File: src/rtl/corr_count_reader.sv
// Window sequencer for the correlator counter, plus snapshot and byte-frame readout.
// Optional build macro CORR_COUNT_READER_SEQNUM_EN prepends an 8-bit sequence byte to each frame.
module corr_count_reader #(
  parameter int DATA_W = 16,
  parameter int TIME_W = 8
) (
  input  logic                         i_clk,
  input  logic                         i_rst_n,
  input  logic                         i_cg,
  input  logic [$clog2(TIME_W+1)-1:0]  i_windowLengthExp,
  output logic [TIME_W-1:0]            o_t,
  output logic                         o_zeroCounts,
  input  logic [DATA_W-1:0]            i_countX,
  input  logic [DATA_W-1:0]            i_countY,
  input  logic [DATA_W-1:0]            i_countIsect,
  input  logic [DATA_W-1:0]            i_countSymdiff,
  output logic [7:0]                   o_data,
  output logic                         o_valid,
  input  logic                         i_ready,
  output logic                         o_overrun,
  input  logic                         i_clearOverrun
);

  localparam int WLE_W = $clog2(TIME_W+1);
  localparam int BYTES = (DATA_W + 7) / 8;
  localparam int PAD_W = BYTES * 8;
`ifdef CORR_COUNT_READER_SEQNUM_EN
  localparam int FRAME_BYTES = 4 * BYTES + 1;
`else
  localparam int FRAME_BYTES = 4 * BYTES;
`endif
  localparam int FRAME_W = FRAME_BYTES * 8;
  localparam int IDX_W   = $clog2(FRAME_BYTES);

  localparam logic [0:0] IDLE = 1'b0;
  localparam logic [0:0] SEND = 1'b1;

  logic [TIME_W-1:0]  t_q, t_d;
  logic               startPending_q, startPending_d;
  logic [WLE_W-1:0]   wle_q, wle_d;
  logic [0:0]         state_q, state_d;
  logic [FRAME_W-1:0] frame_q, frame_d;
  logic [IDX_W-1:0]   idx_q, idx_d;
  logic               overrun_q, overrun_d;
`ifdef CORR_COUNT_READER_SEQNUM_EN
  logic [7:0]         seq_q, seq_d;
`endif

  logic [WLE_W-1:0]   wleClamped;
  logic [WLE_W-1:0]   effWle;
  logic [TIME_W-1:0]  windowMax;
  logic               zeroCounts;
  logic               xfer;
  logic               lastByte;
  logic               load;
  logic               drop;
  logic [FRAME_W-1:0] snapshotFrame;

  // Until the first gated cycle of a window, the length tracks the input so the new window uses it.
  assign wleClamped = (i_windowLengthExp > WLE_W'(TIME_W)) ? WLE_W'(TIME_W) : i_windowLengthExp;
  assign effWle     = startPending_q ? wleClamped : wle_q;

  always_comb begin
    windowMax = '0;
    for (int i = 0; i < TIME_W; i++) begin
      windowMax[i] = (i < int'(effWle));
    end
  end

  assign zeroCounts = i_cg && i_rst_n && (t_q == windowMax);
  assign xfer       = (state_q == SEND) && i_ready;
  assign lastByte   = (idx_q == IDX_W'(FRAME_BYTES - 1));
  assign load       = zeroCounts && ((state_q == IDLE) || (xfer && lastByte));
  assign drop       = zeroCounts && !load;

`ifdef CORR_COUNT_READER_SEQNUM_EN
  assign snapshotFrame = {seq_q, PAD_W'(i_countX), PAD_W'(i_countY),
                          PAD_W'(i_countIsect), PAD_W'(i_countSymdiff)};
`else
  assign snapshotFrame = {PAD_W'(i_countX), PAD_W'(i_countY),
                          PAD_W'(i_countIsect), PAD_W'(i_countSymdiff)};
`endif

  always_comb begin
    t_d            = t_q;
    startPending_d = startPending_q;
    wle_d          = wle_q;
    if (startPending_q) begin
      wle_d = wleClamped;
    end
    if (i_cg) begin
      startPending_d = zeroCounts;
      t_d            = zeroCounts ? '0 : t_q + TIME_W'(1);
    end
  end

  // The frame is a shift register, so the idle buffer drains to zero and o_data reads 0 between frames.
  always_comb begin
    state_d   = state_q;
    frame_d   = frame_q;
    idx_d     = idx_q;
    overrun_d = drop ? 1'b1 : (i_clearOverrun ? 1'b0 : overrun_q);
    if (load) begin
      frame_d = snapshotFrame;
      idx_d   = '0;
      state_d = SEND;
    end else if (xfer) begin
      frame_d = frame_q << 8;
      if (lastByte) begin
        idx_d   = '0;
        state_d = IDLE;
      end else begin
        idx_d = idx_q + IDX_W'(1);
      end
    end
  end

`ifdef CORR_COUNT_READER_SEQNUM_EN
  assign seq_d = zeroCounts ? seq_q + 8'd1 : seq_q;
`endif

  always_ff @(posedge i_clk or negedge i_rst_n) begin
    if (!i_rst_n) begin
      t_q            <= '0;
      startPending_q <= 1'b1;
      wle_q          <= '0;
      state_q        <= IDLE;
      frame_q        <= '0;
      idx_q          <= '0;
      overrun_q      <= 1'b0;
`ifdef CORR_COUNT_READER_SEQNUM_EN
      seq_q          <= '0;
`endif
    end else begin
      t_q            <= t_d;
      startPending_q <= startPending_d;
      wle_q          <= wle_d;
      state_q        <= state_d;
      frame_q        <= frame_d;
      idx_q          <= idx_d;
      overrun_q      <= overrun_d;
`ifdef CORR_COUNT_READER_SEQNUM_EN
      seq_q          <= seq_d;
`endif
    end
  end

  assign o_t          = t_q;
  assign o_zeroCounts = zeroCounts;
  assign o_data       = frame_q[FRAME_W-1 -: 8];
  assign o_valid      = (state_q == SEND);
  assign o_overrun    = overrun_q;

endmodule

File: config.mk
export PLATFORM = sky130hd
export DESIGN_NAME = corr_count_reader
export DESIGN_NICKNAME = d
export VERILOG_FILES = /design/src/rtl/corr_count_reader.sv
export SDC_FILE = /design/constraint.sdc
export NUM_CORES = 1
export LEC_CHECK = 0
export CAP_MARGIN = 20
export CORE_ASPECT_RATIO = 0.9
export CORE_UTILIZATION = 47
export DETAILED_ROUTE_END_ITERATION = 7
export PLACE_DENSITY_LB_ADDON = 0.12
export SLEW_MARGIN = 5
export SYNTH_ARGS = -nofsm -noshare
export SYNTH_HDL_FRONTEND = slang
export SYNTH_SLANG_ARGS = --single-unit
File: constraint.sdc
create_clock -name i_clk -period 2.91 [get_ports i_clk]
set_input_delay 0.582 -clock i_clk [delete_from_list [all_inputs] [get_ports i_clk]]
set_output_delay 0.582 -clock i_clk [all_outputs]
set_load 0.005 [all_outputs]
==> metrics.yaml <==
cp_top_family: "simple AND/OR/NAND/NOR gates"
drv_cap: 0
cpMostUsedCell: "buf_6"
drtAntennaViolNets: 0
core_um2: 9130
postCtsHoldBufs: 0
critPathCaptureType: "flip-flop"
critPathKind: "reg -> reg"
htreeDepth: 3
layout-drive-gt1-share_pct: 45.7
slew-limit-headroom_pct: 58.2
drt_wl_total_um: 12800
p_total_mw: 4.46
overflow: 0
crit_path_cell_trace: "buf_6, or3b_4, and2_4, buf_4, nor4_4, a211oi_2, or4_4, buf_6, o21ai_4, buf_6, buf_6, buf_12, mux2_4"
grt_start_max_net_pins: 50
ys.flop_type: "dfrtp_1"
antenna_cells: 0
start_util_pct: 48.3
drt_iter0_drc: 157
io_pins: 92
grt_pass1_vias: 3506
clock_path_buffers: 2
power_frac_clock_pct: 20.1
hpwl_um: 6580
clk_pin_slew_worst_paths_ps: 80
synth.avg_cell_area_um2: 13.3
worst_ep_arrival_time_ps: 3540
maxSlewViolCount: 0
vias: 3306
p_leak_nw: 3.11
violations: "negative setup slack"
worstPathRequired_ps: 3150
fin_skew_ps: 14.1
die_w_um: 104
fin_nets: 555
synth-seq-cells: 82
antenna_found_initial: 0
ff2ff_setup_slack_ps: -390
syn2layout_area_growth_pct: 53.7
switchingPower_mw: 1.40
clockRootBuffer: "clkbuf_8"
clk_latency_ps: 360
hold_violations: 0
route.detailed.drc: 0
numCtsBuffers: 9
pwr-share-seq_pct: 35.8
hold_ws_ps: 291
run_status: "complete, but fails checks"
cts_tree: "built"
numPortBuffers: 91
ys_warn_count: 0
rsz0062_at_grt: "yes"
powerDensity_nw_per_um2: 659
yosysSeqAreaShare_pct: 46.6
yosysUniqueCellTypes: 48
grt_pass1_wl_um: 19500
rows: 33
cp-start-kind: "flip-flop"
slowest_stage: "dfstp_2"
cpPeakStageDelay_ps: 580
synth_async_sr_flop_share_pct: 100
track_usage_pct: 26.5
critPathBufInv: 6
synth_cells: 331
nFillCells: 597
fin_ws_ps: -387
combinationalPowerShare_pct: 44.1
netlist_area_um2: 4410
path_max_fanout: 7
clock-sinks: 82
power.internal_mw: 3.06
firstDrtPassIters: 4
vias_per_cell: 5.46
fp.dieArea_um2: 9770
gp_congestion: 0.849
die_y_um: 93.9
netSwitchingFraction_pct: 31.4
syn-num-nets: 407
report.final.setup_viol: 66
finalCritPeriodShare_pct: 113
synth_edf_count: 0
place_ws_ps: -823
worst_slew_pin_slew_ps: 628
layout_min_cycle_time_ps: 3300
avgRoutedWirePerCell_um: 21.1
hold_class: "in -> async"
peakVddDrop_mv: 0.483
max_freq_ghz: 0.303
==> Yosys cell counts, types with 2 or more instances <==
library cell	n	area (µm²)
a211o_1	2	17.5
a211oi_1	3	22.5
a21oi_1	3	15.0
a22o_1	9	78.8
a22oi_1	3	22.5
and3_1	2	12.5
buf_12	3	60.1
buf_2	5	25.0
buf_4	11	82.6
clkbuf_1	2	7.51
dfrtp_1	81	2030
ha_1	3	37.5
inv_1	8	30.0
mux2_2	85	957
mux2_4	30	450
nand2_1	12	45.0
nand3_1	2	10.0
nand3b_1	5	37.5
nand4_1	3	18.8
nor2_1	8	30.0
nor2b_1	4	25.0
nor3_1	2	10.0
o211ai_1	3	22.5
o21ai_0	9	45.0
o31ai_1	2	15.0
xnor2_1	4	35.0
xor2_1	6	52.6
==> flip-flops by register name (all words and copies together) (netlist names) <==
name            cells
wle_q               4
idx_q               3
o_t                 8
startPending_q      1
o_valid             1
o_overrun           1
frame_q            64
==> final timing paths <==
| kind | start | endpoint | cells after the start |
|---|---|---|---|
| worst max-delay path | startPending_q$_DFFE_PN1P_ | frame_q[47]$_DFFE_PN0P_ | 13 |
| worst min-delay path | i_rst_n | o_t[7]$_DFFE_PN0P_ | 2 |
| worst max register to register | startPending_q$_DFFE_PN1P_ | frame_q[47]$_DFFE_PN0P_ | 13 |
| worst min register to register | frame_q[14]$_DFFE_PN0P_ | frame_q[14]$_DFFE_PN0P_ | 1 |
| max in group asynchronous | i_rst_n | frame_q[37]$_DFFE_PN0P_ | 3 |
| min in group i_clk | frame_q[14]$_DFFE_PN0P_ | frame_q[14]$_DFFE_PN0P_ | 1 |
==> repair_timing <==
| action | CTS | global route |
|---|---|---|
| hold endpoints to repair | 0 | 0 |
| cloned | 14 | 2 |
| setup buffers | 29 | 10 |
| setup endpoints to repair | 66 | 66 |
| resized for setup | 99 | 33 |
| pin swaps | 6 | 13 |
==> power groups by stage <==
stage	sequential (mW)	clock, mW	combinational, mW
global placement	1.59	0	1.39
detailed placement	1.60	0	1.42
CTS	1.58	0.918	1.89
floorplan	1.56	0	0.927
finish	1.60	0.898	1.97
global route	1.62	0.960	2.10
==> routing by layer <==
layer	part of all wire, %	vias to the layer above	global-route usage (%)
met5	0	-	0
li1	-	1497	-
met2	48	91	42.9
met4	1.7	0	8.45
met3	3.9	16	4.99
met1	46	1702	36.0
==> area by class of cell <==
cell class                      count  area, µm²  area share [%]
Multi-Input combinational cell    216       2480            36.7
Sequential cell                    82       2050            30.3
Timing Repair Buffer              161       1840            27.1
Tap cell                          122        153            2.25
Clock buffer                       11        131            1.94
Clock inverter                      5       78.8            1.16
Inverter                            9       33.8           0.499
==> cells by family after synthesis <==
| group | after synthesis | share of synthesized area (%) |
|---|---|---|
| adders and majority gates | 3 | 0.852 |
| AOI/OAI and AO/OA | 40 | 6.76 |
| DFF | 82 | 46.6 |
| muxes | 115 | 32.0 |
| xor gates and xnor gates | 10 | 1.99 |
| and+or+nand+nor | 48 | 6.42 |
| buffers and inverters | 33 | 5.42 |
==> metrics by stage <==
step                      cells  setup TNS, ps  cell area (µm²)  util [%]
after floorplan             331           -154             4440         -
after global placement      548         -48980             5570      61.1
after detailed placement    548         -50800             5570      61.1
after CTS                   603         -14530             6710      73.6
after global routing        606         -25110             6770      74.2
final                       606         -20220             6770      74.2
==> cells in the final DEF, fill, tap and decap left out, drive strengths merged, types with 2 or more instances in the layout <==
cell type,netlist,final
a21oi,3,3
nor2b,4,4
nand3,2,2
a211o,2,2
xnor2,4,4
clkinv,1,3
o31ai,2,2
buf,22,68
clkbuf,2,14
ha,3,3
o21ai,10,10
mux2,115,115
clkdlybuf4s15,0,2
nand2,12,12
xor2,6,6
dfrtp,81,81
and3,2,2
nand3b,5,5
a22oi,3,3
nor2,8,8
bufinv,0,2
a211oi,3,3
o211ai,3,3
nor3,2,2
dlygate4sd2,0,2
nand4,3,3
inv,8,9
a22o,9,9
clkdlybuf4s50,0,85
(Power assumes the default switching activity.)
